File: config.mk
export PLATFORM = sky130hd
export DESIGN_NAME = vctr_op_fifo_strm
export DESIGN_NICKNAME = d
export VERILOG_FILES = /design/src/rtl/hsi_mse_pkg.sv /design/src/rtl/hm_sync_fifo.sv /design/src/rtl/vctr_op_fifo_strm.sv
export SDC_FILE = /design/constraint.sdc
export NUM_CORES = 1
export LEC_CHECK = 0
export BUFFER_PORTS_ARGS = -buffer_cell sky130_fd_sc_hd__buf_2
export CAP_MARGIN = 20
export CORE_MARGIN = 1
export CORE_UTILIZATION = 60
export DETAILED_ROUTE_END_ITERATION = 8
export MAX_ROUTING_LAYER = met4
export PLACE_DENSITY = 0.77
export SETUP_SLACK_MARGIN = 0.4
export SYNTH_ARGS = -nofsm -noshare
export SYNTH_HDL_FRONTEND = slang
export SYNTH_SLANG_ARGS = --single-unit
File: constraint.sdc
create_clock -name clk -period 14.1 [get_ports clk]
set_clock_uncertainty 0.15 [all_clocks]
set_input_delay 1.41 -clock clk [delete_from_list [all_inputs] [get_ports clk]]
set_output_delay 1.41 -clock clk [all_outputs]
set_load 0.005 [all_outputs]
File: src/rtl/hsi_mse_pkg.sv
// Shared constants and operation encoding for the HSI MSE datapath.
//   HM_DATA_WIDTH        default input element width
//   HM_LENGTH_BITS       default vector length / element counter width
//   HM_BUFFER_LENGTH     default FIFO depth (power of two, >= 2)
//   HM_VECTOR_LENGTH_TB  nominal vector length used by benches
//   hm_vop_e             element-wise operation selector
package hsi_mse_pkg;

  localparam int unsigned HM_DATA_WIDTH       = 16;
  localparam int unsigned HM_LENGTH_BITS      = 8;
  localparam int unsigned HM_BUFFER_LENGTH    = 8;
  localparam int unsigned HM_VECTOR_LENGTH_TB = 8;

  typedef enum logic [1:0] {
    HM_VOP_ADD     = 2'd0,
    HM_VOP_SUB     = 2'd1,
    HM_VOP_ABSDIFF = 2'd2,
    HM_VOP_SQDIFF  = 2'd3
  } hm_vop_e;

endpackage

File: src/rtl/hm_sync_fifo.sv
// Synchronous FIFO with count-derived registered full/empty.
//   clk, rst_n  clock, async active-low reset
//   wr_en       push wr_data (accepted when not full, or when a pop happens too)
//   rd_en       pop head into registered rd_data (ignored when empty)
//   rd_data     registered popped value, holds between pops, 0 after reset
//   head        combinational view of the current head entry
//   full/empty  registered status
//   count       number of stored entries
module hm_sync_fifo #(
  parameter int unsigned WIDTH = 16,
  parameter int unsigned DEPTH = 8,
  localparam int unsigned AW   = $clog2(DEPTH),
  localparam int unsigned CW   = AW + 1
) (
  input  logic             clk,
  input  logic             rst_n,
  input  logic             wr_en,
  input  logic [WIDTH-1:0] wr_data,
  input  logic             rd_en,
  output logic [WIDTH-1:0] rd_data,
  output logic [WIDTH-1:0] head,
  output logic             full,
  output logic             empty,
  output logic [CW-1:0]    count
);

  logic [WIDTH-1:0] mem_q [DEPTH];
  logic [AW-1:0]    wr_ptr_q, rd_ptr_q;
  logic [CW-1:0]    count_q, count_d;
  logic             full_q, empty_q;
  logic [WIDTH-1:0] rd_data_q;
  logic             wr_ok_c, rd_ok_c;

  // A push into a full FIFO is fine when the same edge frees a slot.
  assign rd_ok_c = rd_en && !empty_q;
  assign wr_ok_c = wr_en && (!full_q || rd_ok_c);
  assign count_d = count_q + CW'(wr_ok_c) - CW'(rd_ok_c);

  // Storage array, no reset needed.
  always_ff @(posedge clk) begin
    if (wr_ok_c) mem_q[wr_ptr_q] <= wr_data;
  end

  // Pointers, count and registered status; pointers wrap naturally at DEPTH.
  always_ff @(posedge clk or negedge rst_n) begin
    if (!rst_n) begin
      wr_ptr_q  <= '0;
      rd_ptr_q  <= '0;
      count_q   <= '0;
      full_q    <= 1'b0;
      empty_q   <= 1'b1;
      rd_data_q <= '0;
    end else begin
      if (wr_ok_c) wr_ptr_q <= wr_ptr_q + AW'(1);
      if (rd_ok_c) begin
        rd_ptr_q  <= rd_ptr_q + AW'(1);
        rd_data_q <= mem_q[rd_ptr_q];
      end
      count_q <= count_d;
      full_q  <= (count_d == CW'(DEPTH));
      empty_q <= (count_d == '0);
    end
  end

  assign rd_data = rd_data_q;
  assign head    = mem_q[rd_ptr_q];
  assign full    = full_q;
  assign empty   = empty_q;
  assign count   = count_q;

endmodule

File: src/rtl/vctr_op_fifo_strm.sv
// Two-vector FIFO stream engine: element pairs from two input FIFOs are
// combined by a latched operation (ADD/SUB/ABSDIFF/SQDIFF) in one pipeline
// stage and queued into a double-width output FIFO.
//   data_in_v1/_en/_full, data_in_v2/_en/_full  input element channels
//   data_out/_en/_empty                          registered result read port
//   vector_length, op_mode, start                job setup (sampled in IDLE)
//   done, idle, ready, error                     registered status
module vctr_op_fifo_strm
  import hsi_mse_pkg::*;
#(
  parameter int unsigned DATA_WIDTH    = HM_DATA_WIDTH,
  parameter int unsigned LENGTH_BITS   = HM_LENGTH_BITS,
  parameter int unsigned BUFFER_LENGTH = HM_BUFFER_LENGTH,
  localparam int unsigned OUT_WIDTH    = 2 * DATA_WIDTH
) (
  input  logic                   clk,
  input  logic                   rst_n,
  input  logic                   data_in_v1_en,
  input  logic [DATA_WIDTH-1:0]  data_in_v1,
  output logic                   data_in_v1_full,
  input  logic                   data_in_v2_en,
  input  logic [DATA_WIDTH-1:0]  data_in_v2,
  output logic                   data_in_v2_full,
  input  logic                   data_out_en,
  output logic [OUT_WIDTH-1:0]   data_out,
  output logic                   data_out_empty,
  input  logic [LENGTH_BITS-1:0] vector_length,
  input  logic [1:0]             op_mode,
  input  logic                   start,
  output logic                   done,
  output logic                   idle,
  output logic                   ready,
  output logic                   error
);

  localparam int unsigned CW = $clog2(BUFFER_LENGTH) + 1;

  typedef enum logic [1:0] {
    ST_IDLE    = 2'd0,
    ST_COMPUTE = 2'd1,
    ST_DONE    = 2'd2
  } state_e;

  state_e                 state_q, state_d;
  logic [LENGTH_BITS-1:0] len_q, len_d;
  hm_vop_e                mode_q, mode_d;
  logic [LENGTH_BITS-1:0] in1_cnt_q, in1_cnt_d;
  logic [LENGTH_BITS-1:0] in2_cnt_q, in2_cnt_d;
  logic [LENGTH_BITS-1:0] out_cnt_q, out_cnt_d;
  logic                   err_q, err_d;
  logic                   idle_q, ready_q, done_q;
  logic                   stage_valid_q;
  logic [OUT_WIDTH-1:0]   stage_data_q;

  logic                   v1_full_c, v2_full_c, v1_empty_c, v2_empty_c, out_empty_c;
  logic [DATA_WIDTH-1:0]  v1_head_c, v2_head_c;
  logic [CW-1:0]          out_count_c;
  logic                   wr1_ok_c, wr2_ok_c, pop_c;
  logic [DATA_WIDTH:0]    diff_c;
  logic [DATA_WIDTH-1:0]  absd_c;
  logic [OUT_WIDTH-1:0]   result_c;

  logic [DATA_WIDTH-1:0]  v1_rd_unused, v2_rd_unused;
  logic [CW-1:0]          v1_cnt_unused, v2_cnt_unused;
  logic [OUT_WIDTH-1:0]   out_head_unused;
  logic                   out_full_unused;

  // Input acceptance: only while computing, with room, and below the job length.
  assign wr1_ok_c = data_in_v1_en && (state_q == ST_COMPUTE) && !v1_full_c
                    && (in1_cnt_q < len_q);
  assign wr2_ok_c = data_in_v2_en && (state_q == ST_COMPUTE) && !v2_full_c
                    && (in2_cnt_q < len_q);

  // Pop only if the output FIFO can also absorb the result already in the stage.
  assign pop_c = !v1_empty_c && !v2_empty_c
                 && ((out_count_c + CW'(stage_valid_q)) < CW'(BUFFER_LENGTH));

  hm_sync_fifo #(.WIDTH(DATA_WIDTH), .DEPTH(BUFFER_LENGTH)) u_fifo_v1 (
    .clk     (clk),
    .rst_n   (rst_n),
    .wr_en   (wr1_ok_c),
    .wr_data (data_in_v1),
    .rd_en   (pop_c),
    .rd_data (v1_rd_unused),
    .head    (v1_head_c),
    .full    (v1_full_c),
    .empty   (v1_empty_c),
    .count   (v1_cnt_unused)
  );

  hm_sync_fifo #(.WIDTH(DATA_WIDTH), .DEPTH(BUFFER_LENGTH)) u_fifo_v2 (
    .clk     (clk),
    .rst_n   (rst_n),
    .wr_en   (wr2_ok_c),
    .wr_data (data_in_v2),
    .rd_en   (pop_c),
    .rd_data (v2_rd_unused),
    .head    (v2_head_c),
    .full    (v2_full_c),
    .empty   (v2_empty_c),
    .count   (v2_cnt_unused)
  );

  hm_sync_fifo #(.WIDTH(OUT_WIDTH), .DEPTH(BUFFER_LENGTH)) u_fifo_out (
    .clk     (clk),
    .rst_n   (rst_n),
    .wr_en   (stage_valid_q),
    .wr_data (stage_data_q),
    .rd_en   (data_out_en),
    .rd_data (data_out),
    .head    (out_head_unused),
    .full    (out_full_unused),
    .empty   (out_empty_c),
    .count   (out_count_c)
  );

  // Element-wise operation on the two FIFO heads; the 17-bit diff carries the sign.
  always_comb begin
    result_c = '0;
    diff_c   = {1'b0, v1_head_c} - {1'b0, v2_head_c};
    absd_c   = diff_c[DATA_WIDTH] ? DATA_WIDTH'(-diff_c) : diff_c[DATA_WIDTH-1:0];
    unique case (mode_q)
      HM_VOP_ADD:     result_c = OUT_WIDTH'(v1_head_c) + OUT_WIDTH'(v2_head_c);
      HM_VOP_SUB:     result_c = {{(OUT_WIDTH-DATA_WIDTH-1){diff_c[DATA_WIDTH]}}, diff_c};
      HM_VOP_ABSDIFF: result_c = OUT_WIDTH'(absd_c);
      default:        result_c = OUT_WIDTH'(absd_c) * OUT_WIDTH'(absd_c);
    endcase
  end

  // Next-state and job bookkeeping.
  always_comb begin
    state_d   = state_q;
    len_d     = len_q;
    mode_d    = mode_q;
    err_d     = err_q;
    in1_cnt_d = in1_cnt_q + LENGTH_BITS'(wr1_ok_c);
    in2_cnt_d = in2_cnt_q + LENGTH_BITS'(wr2_ok_c);
    out_cnt_d = out_cnt_q + LENGTH_BITS'(stage_valid_q);
    unique case (state_q)
      ST_IDLE: begin
        if (start) begin
          len_d     = vector_length;
          mode_d    = hm_vop_e'(op_mode);
          err_d     = 1'b0;
          in1_cnt_d = '0;
          in2_cnt_d = '0;
          out_cnt_d = '0;
          state_d   = (vector_length == '0) ? ST_DONE : ST_COMPUTE;
        end
      end
      ST_COMPUTE: begin
        if ((out_cnt_q == len_q) && !stage_valid_q) state_d = ST_DONE;
      end
      ST_DONE: begin
        if (out_empty_c) state_d = ST_IDLE;
      end
      default: state_d = ST_IDLE;
    endcase
    // A dropped write strobe is reported even on the cycle a start clears the flag.
    if ((data_in_v1_en && !wr1_ok_c) || (data_in_v2_en && !wr2_ok_c)) err_d = 1'b1;
  end

  // State, job registers and registered status outputs.
  always_ff @(posedge clk or negedge rst_n) begin
    if (!rst_n) begin
      state_q   <= ST_IDLE;
      len_q     <= '0;
      mode_q    <= HM_VOP_ADD;
      err_q     <= 1'b0;
      in1_cnt_q <= '0;
      in2_cnt_q <= '0;
      out_cnt_q <= '0;
      idle_q    <= 1'b1;
      ready_q   <= 1'b0;
      done_q    <= 1'b0;
    end else begin
      state_q   <= state_d;
      len_q     <= len_d;
      mode_q    <= mode_d;
      err_q     <= err_d;
      in1_cnt_q <= in1_cnt_d;
      in2_cnt_q <= in2_cnt_d;
      out_cnt_q <= out_cnt_d;
      idle_q    <= (state_d == ST_IDLE);
      ready_q   <= (state_d == ST_COMPUTE);
      done_q    <= (state_d == ST_DONE);
    end
  end

  // One-stage result pipeline feeding the output FIFO.
  always_ff @(posedge clk or negedge rst_n) begin
    if (!rst_n) begin
      stage_valid_q <= 1'b0;
      stage_data_q  <= '0;
    end else begin
      stage_valid_q <= pop_c;
      if (pop_c) stage_data_q <= result_c;
    end
  end

  assign data_in_v1_full = v1_full_c;
  assign data_in_v2_full = v2_full_c;
  assign data_out_empty  = out_empty_c;
  assign idle            = idle_q;
  assign ready           = ready_q;
  assign done            = done_q;
  assign error           = err_q;

endmodule

==> results of run 1 <==
registers in the layout, summed over array words and instances, names as in the netlist, 2 cells and up:
name	flops
in1_cnt_q	8
in2_cnt_q	8
len_q	8
mode_q	2
out_cnt_q	8
stage_data_q	32
state_q	2
u_fifo_out.count	4
u_fifo_out.mem_q	256
u_fifo_out.rd_data	32
u_fifo_out.rd_ptr_q	3
u_fifo_out.wr_ptr_q	3
u_fifo_v1.count	4
u_fifo_v1.mem_q	128
u_fifo_v1.rd_ptr_q	3
u_fifo_v1.wr_ptr_q	3
u_fifo_v2.count	4
u_fifo_v2.mem_q	128
u_fifo_v2.rd_ptr_q	3
u_fifo_v2.wr_ptr_q	3
worst max-delay path by stage:
stage,startpoint,endpoint,slack [ns],cells after the start
6_report,u_fifo_v2.rd_ptr_q[0],stage_data_q[30],2.22,37
3_5_place_dp,u_fifo_v2.rd_ptr_q[0],stage_data_q[30],2.30,37
5_1_grt,u_fifo_v2.rd_ptr_q[0],stage_data_q[30],1.66,37
2_1_floorplan,u_fifo_v1.rd_ptr_q[0],stage_data_q[31],3.62,37
4_1_cts,u_fifo_v2.rd_ptr_q[0],stage_data_q[30],2.27,37
3_3_place_gp,u_fifo_v1.rd_ptr_q[0],stage_data_q[30],2.68,32
cells by family (layout without fill, tap and decap cells):
group / after synthesis / count (layout) / share of synthesized area, %
AOI/OAI and AO/OA: 288 / 288 / 5.44
muxes: 212 / 212 / 11.1
buffers and inverters: 395 / 543 / 4.31
and+or+nand+nor: 461 / 461 / 6.00
adders and majority gates: 336 / 336 / 15.7
xor gates and xnor gates: 122 / 122 / 3.18
other: 0 / 2 / 0
DFF: 653 / 653 / 54.3
cell type report:
cell class              count  area (µm²)  area share (%)
repair buffers            127         764            1.99
inverters                 300        1130            2.93
diodes                      2        5.00          0.0130
clock buffers              82        1790            4.67
multi-input cells        1419       14600            38.0
clock inverters            34         298           0.775
well taps                 756         946            2.46
flip-flops and latches    653       18900            49.2
layout by cell type, fill, tap and decap left out, drive strengths merged, types with 82 or more instances in the layout:
| master | netlist | routed |
|---|---|---|
| edfxtp | 512 | 512 |
| o21ai | 94 | 94 |
| dfrtp | 137 | 137 |
| ha | 169 | 169 |
| clkbuf | 63 | 82 |
| nand2 | 157 | 157 |
| inv | 299 | 301 |
| nor2 | 159 | 159 |
| buf | 32 | 127 |
| mux4 | 135 | 135 |
| fa | 167 | 167 |
layer usage:
layer / wire length, µm / global-route usage [%] / up-vias
li1: - / - / 9000
met1: 30200 / 34.1 / 10400
met2: 38500 / 45.4 / 723
met3: 4780 / 4.67 / 168
met4: 2770 / 10.5 / 0
met5: 0 / - / -
stage by stage:
stage / instance area, µm² / setup WS (ns) / instances / util (%)
detailed placement: 36300 / 2.30 / 3254 / 63.9
floorplan: 34800 / 3.62 / 2467 / -
finish: 38400 / 2.22 / 3373 / 67.7
CTS: 38400 / 2.27 / 3370 / 67.6
global route: 38400 / 1.66 / 3373 / 67.7
global placement: 36300 / 2.68 / 3254 / 63.9
worst min-delay path, cell delays in order (launching register included):
cell     delay (ns)
dfrtp_1        0.34
nand2_1        0.05
o21ai_0        0.06
==> results.md, run 1 <==
* Ratio of cells with drive above 1 in the final layout at approximately 17%
* Reg2reg end: stage_data_q[30]
* CTS tree: done
* Worst-path maximum fanout at 23
* Status: finished, final reports clean
* Mapped cell area at 0.0348 mm²
* Most numerous cell in the Yosys netlist: edfxtp_1
* Distinct cell type count after synthesis at 81
* Synth Net Count at between 2000 and 3000
* Most frequent CP cell: fa_1
* FF-to-FF Start: u_fifo_v2.rd_ptr_q[0]
* Synth top area cells: edfxtp_1 44%, dfrtp_1 9.9%, fa_1 9.6%, mux4_2 8.7%, ha_1 6.1%
* Post-synth top flop: edfxtp_1
* Post-route clock period utilization at between 80% and 90%
* Max-slew violations at 0
* RD Place Congestion at about 0.94
* Die Ht at between 200 and 250 µm
* Vias/cell at approximately 6
* Syn_area_per_cell at roughly 14 µm²
* #FFs+latches synth at 653
* Die Area at roughly 0.059 mm²
* Worst Hold Class: reg2reg
* Hold-fix buffer count after cts at 0
* Synth warn at 0
* Top cells by count, synth: 512 x edfxtp_1, 288 x inv_1, 169 x ha_1
* Area leader, netlist: edfxtp_1
* Post-CTS Setup Bufs at 0
* Final hold vios at 0
* Htree depth at 3
* Longest Clk Path Bufs at 3
* Buf/Inv on CP at 8
* Async S/R FF share, synth at 21.6%
* Worst path required time at roughly 14 ns
* First-pass GRT wire length at between 100 and 150 mm
* Kind of critical path: reg2reg
* Largest net degree at the start of global routing at 76
* Rel. slew slack at between 20 and 30%
* Min cycle time layout at roughly 12 ns
* Post-synth EDFFs at about 510
* Vias after detailed routing at 20200
* Maxcap violations at 0
* Core region area at 0.0568 mm²
* Min-delay src: u_fifo_out.rd_data[4]
* Syn Inst Count at about 2500
* Setup TNS Final at 0 ns
* GRT Total Usage at a little over a quarter
* Setup slack, reg-to-reg at 2.22 ns
* Setup crit end kind: flip-flop
* Worst skew pair latency at roughly 0.60 ns
* Clock transition at the registers of the reported paths at 0.07 ns
* Fillers at about 3800
* Remaining Overflow, GRT at 0
* IO Pins at 87
* Drt first-iter violations at 1372
* Measured slew at the worst slew-check pin at between 1 and 1.5 ns
* Register area share after synthesis at 54.3%
* Initial antenna violation count at 2
* Fin nets at 2951
* Port Buffers at 86
* Final setup viols at 0
* Slowest CP cell: dfrtp_2
* Num rows at 87
* Post-CTS Resized at 0
* RSZ-0062 raised after global routing: false
* Starting density of the core at roughly three fifths
* CTS sink cnt at 653
* Routed WL at roughly 76 mm
* Hpwl dp at about 51 mm
* Post-synth top area share at between 40% and 50%
* Crit path max-delay family: compound AO/OA/AOI/OAI gates
* Hold Path Depth at 2
* CP startpoint kind: flip-flop
* First-pass iteration count of the detailed router at 7
* Vias in the first global route at between 20000 and 25000
* Final hold slack at between 0.3 and 0.4 ns
* R2R depth at 37
* Root buf cell: clkbuf_16
* CTS buffer count at 66
* CP max stage delay at ~0.85 ns
* Worst Path Arrival at 12.22 ns
* Antenna Nets Post-Route at 0
* DRC viols at 0
* WHS Endpoint: u_fifo_out.rd_data[4]
* Die extent in x at 243 µm
* Fmax achieved at 84.2 MHz
* Syn-to-layout area delta at 10.5%
* Routed len/inst at 22.6 µm
Power of run 1 is left out: the tool's default activity adds up to more than one toggle a clock period on the data nets, which glitch-free logic cannot reach.
==> inputs of run 2 (changes only) <==
--- a/config.mk
+++ b/config.mk
@@ -8,7 +8,7 @@
 export BUFFER_PORTS_ARGS = -buffer_cell sky130_fd_sc_hd__buf_2
 export CAP_MARGIN = 20
 export CORE_MARGIN = 1
-export CORE_UTILIZATION = 60
+export CORE_UTILIZATION = 57
 export DETAILED_ROUTE_END_ITERATION = 8
 export MAX_ROUTING_LAYER = met4
 export PLACE_DENSITY = 0.77
==> constraint.sdc (replaced) <==
create_clock -name clk -period 10.9 [get_ports clk]
set_clock_uncertainty 0.15 [all_clocks]
set_input_delay 1.09 -clock clk [delete_from_list [all_inputs] [get_ports clk]]
set_output_delay 1.09 -clock clk [all_outputs]
set_load 0.005 [all_outputs]
==> run 2 against run 1 <==
Compared with the run above: maximum frequency is 16% higher; utilization is 2.6 points lower; critical endpoint is now stage_data_q[31]; largest cell class unchanged; clock-buffer cell count rose by 14; cell count rose by 3.0%; final area increased by 2.2%.
==> results.md, run 2 (same netlist as run 1, synthesis figures left out) <==
* Clock transition at the registers of the reported paths at 0.06 ns (was 0.07 ns)
* Largest regs: u_fifo_out.mem_q: 256 flops, u_fifo_v1.mem_q: 128 flops, u_fifo_v2.mem_q: 128 flops (unchanged)
* Worst Hold Class: reg2reg (unchanged)
* DRC viols at 0 (unchanged)
* Reg2reg end: stage_data_q[31] (was stage_data_q[30])
* Reg area at 0.0189 mm² (about the same)
* Drt first-iter violations at 1521 (was 1372)
* Antenna Nets Post-Route at 0 (unchanged)
* Die extent in x at 249 µm (was 243 µm)
* Post-route clock period utilization at 94.2% (was 84.2%)
* Status: finished, final reports clean (unchanged)
* CTS tree: done (unchanged)
* Largest net degree at the start of global routing at 73 (was 76)
* R2R depth at 34 (was 37)
* CP startpoint: u_fifo_v1.rd_ptr_q[0] (was u_fifo_v2.rd_ptr_q[0])
* CTS buffer count at 66 (unchanged)
* Most frequent CP cell: fa_1 (unchanged)
* FF-to-FF Start: u_fifo_v1.rd_ptr_q[0] (was u_fifo_v2.rd_ptr_q[0])
* Die Ht at 249 µm (was 243 µm)
* Most frequent cells in the layout: 512 x edfxtp_1, 287 x inv_1, 164 x fa_1, 163 x ha_1, 157 x nand2_1 (was 512 x edfxtp_1, 288 x inv_1, 169 x ha_1, 167 x fa_1, 157 x nand2_1)
* Max reg flops at 256 (unchanged)
* WHS Endpoint: u_fifo_out.rd_data[22] (was u_fifo_out.rd_data[4])
* Commonest non-fill, non-tap cell in the layout: edfxtp_1 (unchanged)
* Ratio of cells with drive above 1 in the final layout at 20.6% (was 17.2%)
* Setup TNS Final at 0 ns (unchanged)
* Worst-path maximum fanout at 6 (was 23)
* Fin nets at 3022 (was 2951)
* Vias/cell at 5.85 (was 6.00)
* Min cycle time layout at 10.27 ns (was 11.88 ns)
* CP startpoint kind: flip-flop (unchanged)
* Vias in the first global route at 21500 (was 21300)
* GRT Total Usage at 26.2% (was 27.5%)
* Rel. slew slack at 27.2% (was 27.3%)
* Final hold vios at 0 (unchanged)
* Worst skew pair latency at 0.60 ns (about the same)
* CTS sink cnt at 653 (unchanged)
* Min-delay src: u_fifo_out.rd_data[22] (was u_fifo_out.rd_data[4])
* Worst path required time at 11.22 ns (was 14.44 ns)
* Initial antenna violation count at 1 (was 2)
* Fmax achieved at 97.4 MHz (was 84.2 MHz)
* First-pass GRT wire length at 121 mm (was 119 mm)
* Measured slew at the worst slew-check pin at 1.09 ns (about the same)
* Remaining Overflow, GRT at 0 (unchanged)
* CP max stage delay at 0.52 ns (was 0.85 ns)
* Worst Path Arrival at 10.59 ns (was 12.22 ns)
* Routed len/inst at 22.1 µm (was 22.6 µm)
* Area of the multi-input gates at 0.0148 mm² (was 0.0146 mm²)
* Die Area at 0.0621 mm² (was 0.0590 mm²)
* IO Pins at 87 (unchanged)
* Htree depth at 3 (unchanged)
* Fillers at 4311 (was 3832)
* Routed WL at 76.9 mm (was 76.3 mm)
* First-pass iteration count of the detailed router at 5 (was 7)
* Vias after detailed routing at 20300 (was 20200)
* Kind of critical path: reg2reg (unchanged)
* Biggest register: u_fifo_out.mem_q (unchanged)
* Port Buffers at 86 (unchanged)
* Syn-to-layout area delta at 12.8% (was 10.5%)
* Fin util at 65.1% (was 67.7%)
* RSZ-0062 raised after global routing: true (was false)
* Setup crit end kind: flip-flop (unchanged)
* Hold Path Depth at 2 (unchanged)
* Starting density of the core at 57.7% (was 61.2%)
* Longest Clk Path Bufs at 3 (unchanged)
* Slowest CP cell: fa_1 (was dfrtp_2)
* RD Place Congestion at 0.994 (was 0.943)
* Final setup viols at 0 (unchanged)
* Hpwl dp at 52.8 mm (was 50.9 mm)
* Num rows at 90 (was 87)
* Core region area at 0.0604 mm² (was 0.0568 mm²)
* Hold-fix buffer count after cts at 0 (unchanged)
* Setup slack, reg-to-reg at 0.63 ns (was 2.22 ns)
* Root buf cell: clkbuf_16 (unchanged)
* Max-slew violations at 0 (unchanged)
* Maxcap violations at 0 (unchanged)
==> run 2: cell count changes in the layout (fill, tap and decap cells not counted), sizes merged <==
cell / previous run / this run
bufinv: 4 / 2
clkbuf: 82 / 96
inv: 301 / 304
clkinvlp: 5 / 1
buf: 127 / 198
clkinv: 24 / 18
==> run 2: worst max-delay path by stage <==
stage	slack (ns)	to
2_1_floorplan	0.42	stage_data_q[31]
5_1_grt	0.35	stage_data_q[31]
3_3_place_gp	0.30	stage_data_q[31]
4_1_cts	0.40	stage_data_q[31]
3_5_place_dp	0.13	stage_data_q[31]
6_report	0.63	stage_data_q[31]
==> run 2: cell type report <==
cell class / count / area share (%)
Antenna cell: 2 / 0.0127
Clock buffer: 96 / 4.72
Clock inverter: 25 / 0.577
Inverter: 300 / 2.89
Multi-Input combinational cell: 1419 / 37.7
Sequential cell: 653 / 48.2
Tap cell: 782 / 2.49
Timing Repair Buffer: 198 / 3.42
==> run 2: critical path, delay by kind of cell, from the launching register on <==
| kind | cells | cell delay, ns |
|---|---|---|
| buffers and inverters | 5 | 0.59 |
| AOI/OAI and AO/OA | 10 | 2.58 |
| DFF | 1 | 0.46 |
| xor gates and xnor gates | 2 | 0.48 |
| and+or+nand+nor | 7 | 1.64 |
| adders and majority gates | 8 | 3.42 |
| muxes | 2 | 0.84 |
==> run 2: per-stage QoR <==
step / setup slack (ns) / std cells / hold slack [ns] / area [µm²]
6_report: 0.632 / 3475 / 0.323 / 39300
5_1_grt: 0.351 / 3474 / 0.353 / 39300
4_1_cts: 0.404 / 3455 / 0.328 / 38900
3_5_place_dp: 0.128 / 3330 / 0.316 / 36800
3_3_place_gp: 0.297 / 3330 / 0.309 / 36800
2_1_floorplan: 0.417 / 2467 / 0.323 / 34800
==> run 2: repair_timing <==
action,CTS,global route
resized for setup,7,49
pin swaps,1,18
setup endpoints to repair,8,10
cloned,0,1
buffers inserted,4,16
==> run 2: routing by layer <==
layer	wire (µm)	share of wire, %	global-route usage, %
met1	31600	41	33.0
met2	39400	51	44.7
met3	3850	5.0	3.63
met4	2090	2.7	7.35
met5	0	0	-
Power of run 2 is left out for the same reason.
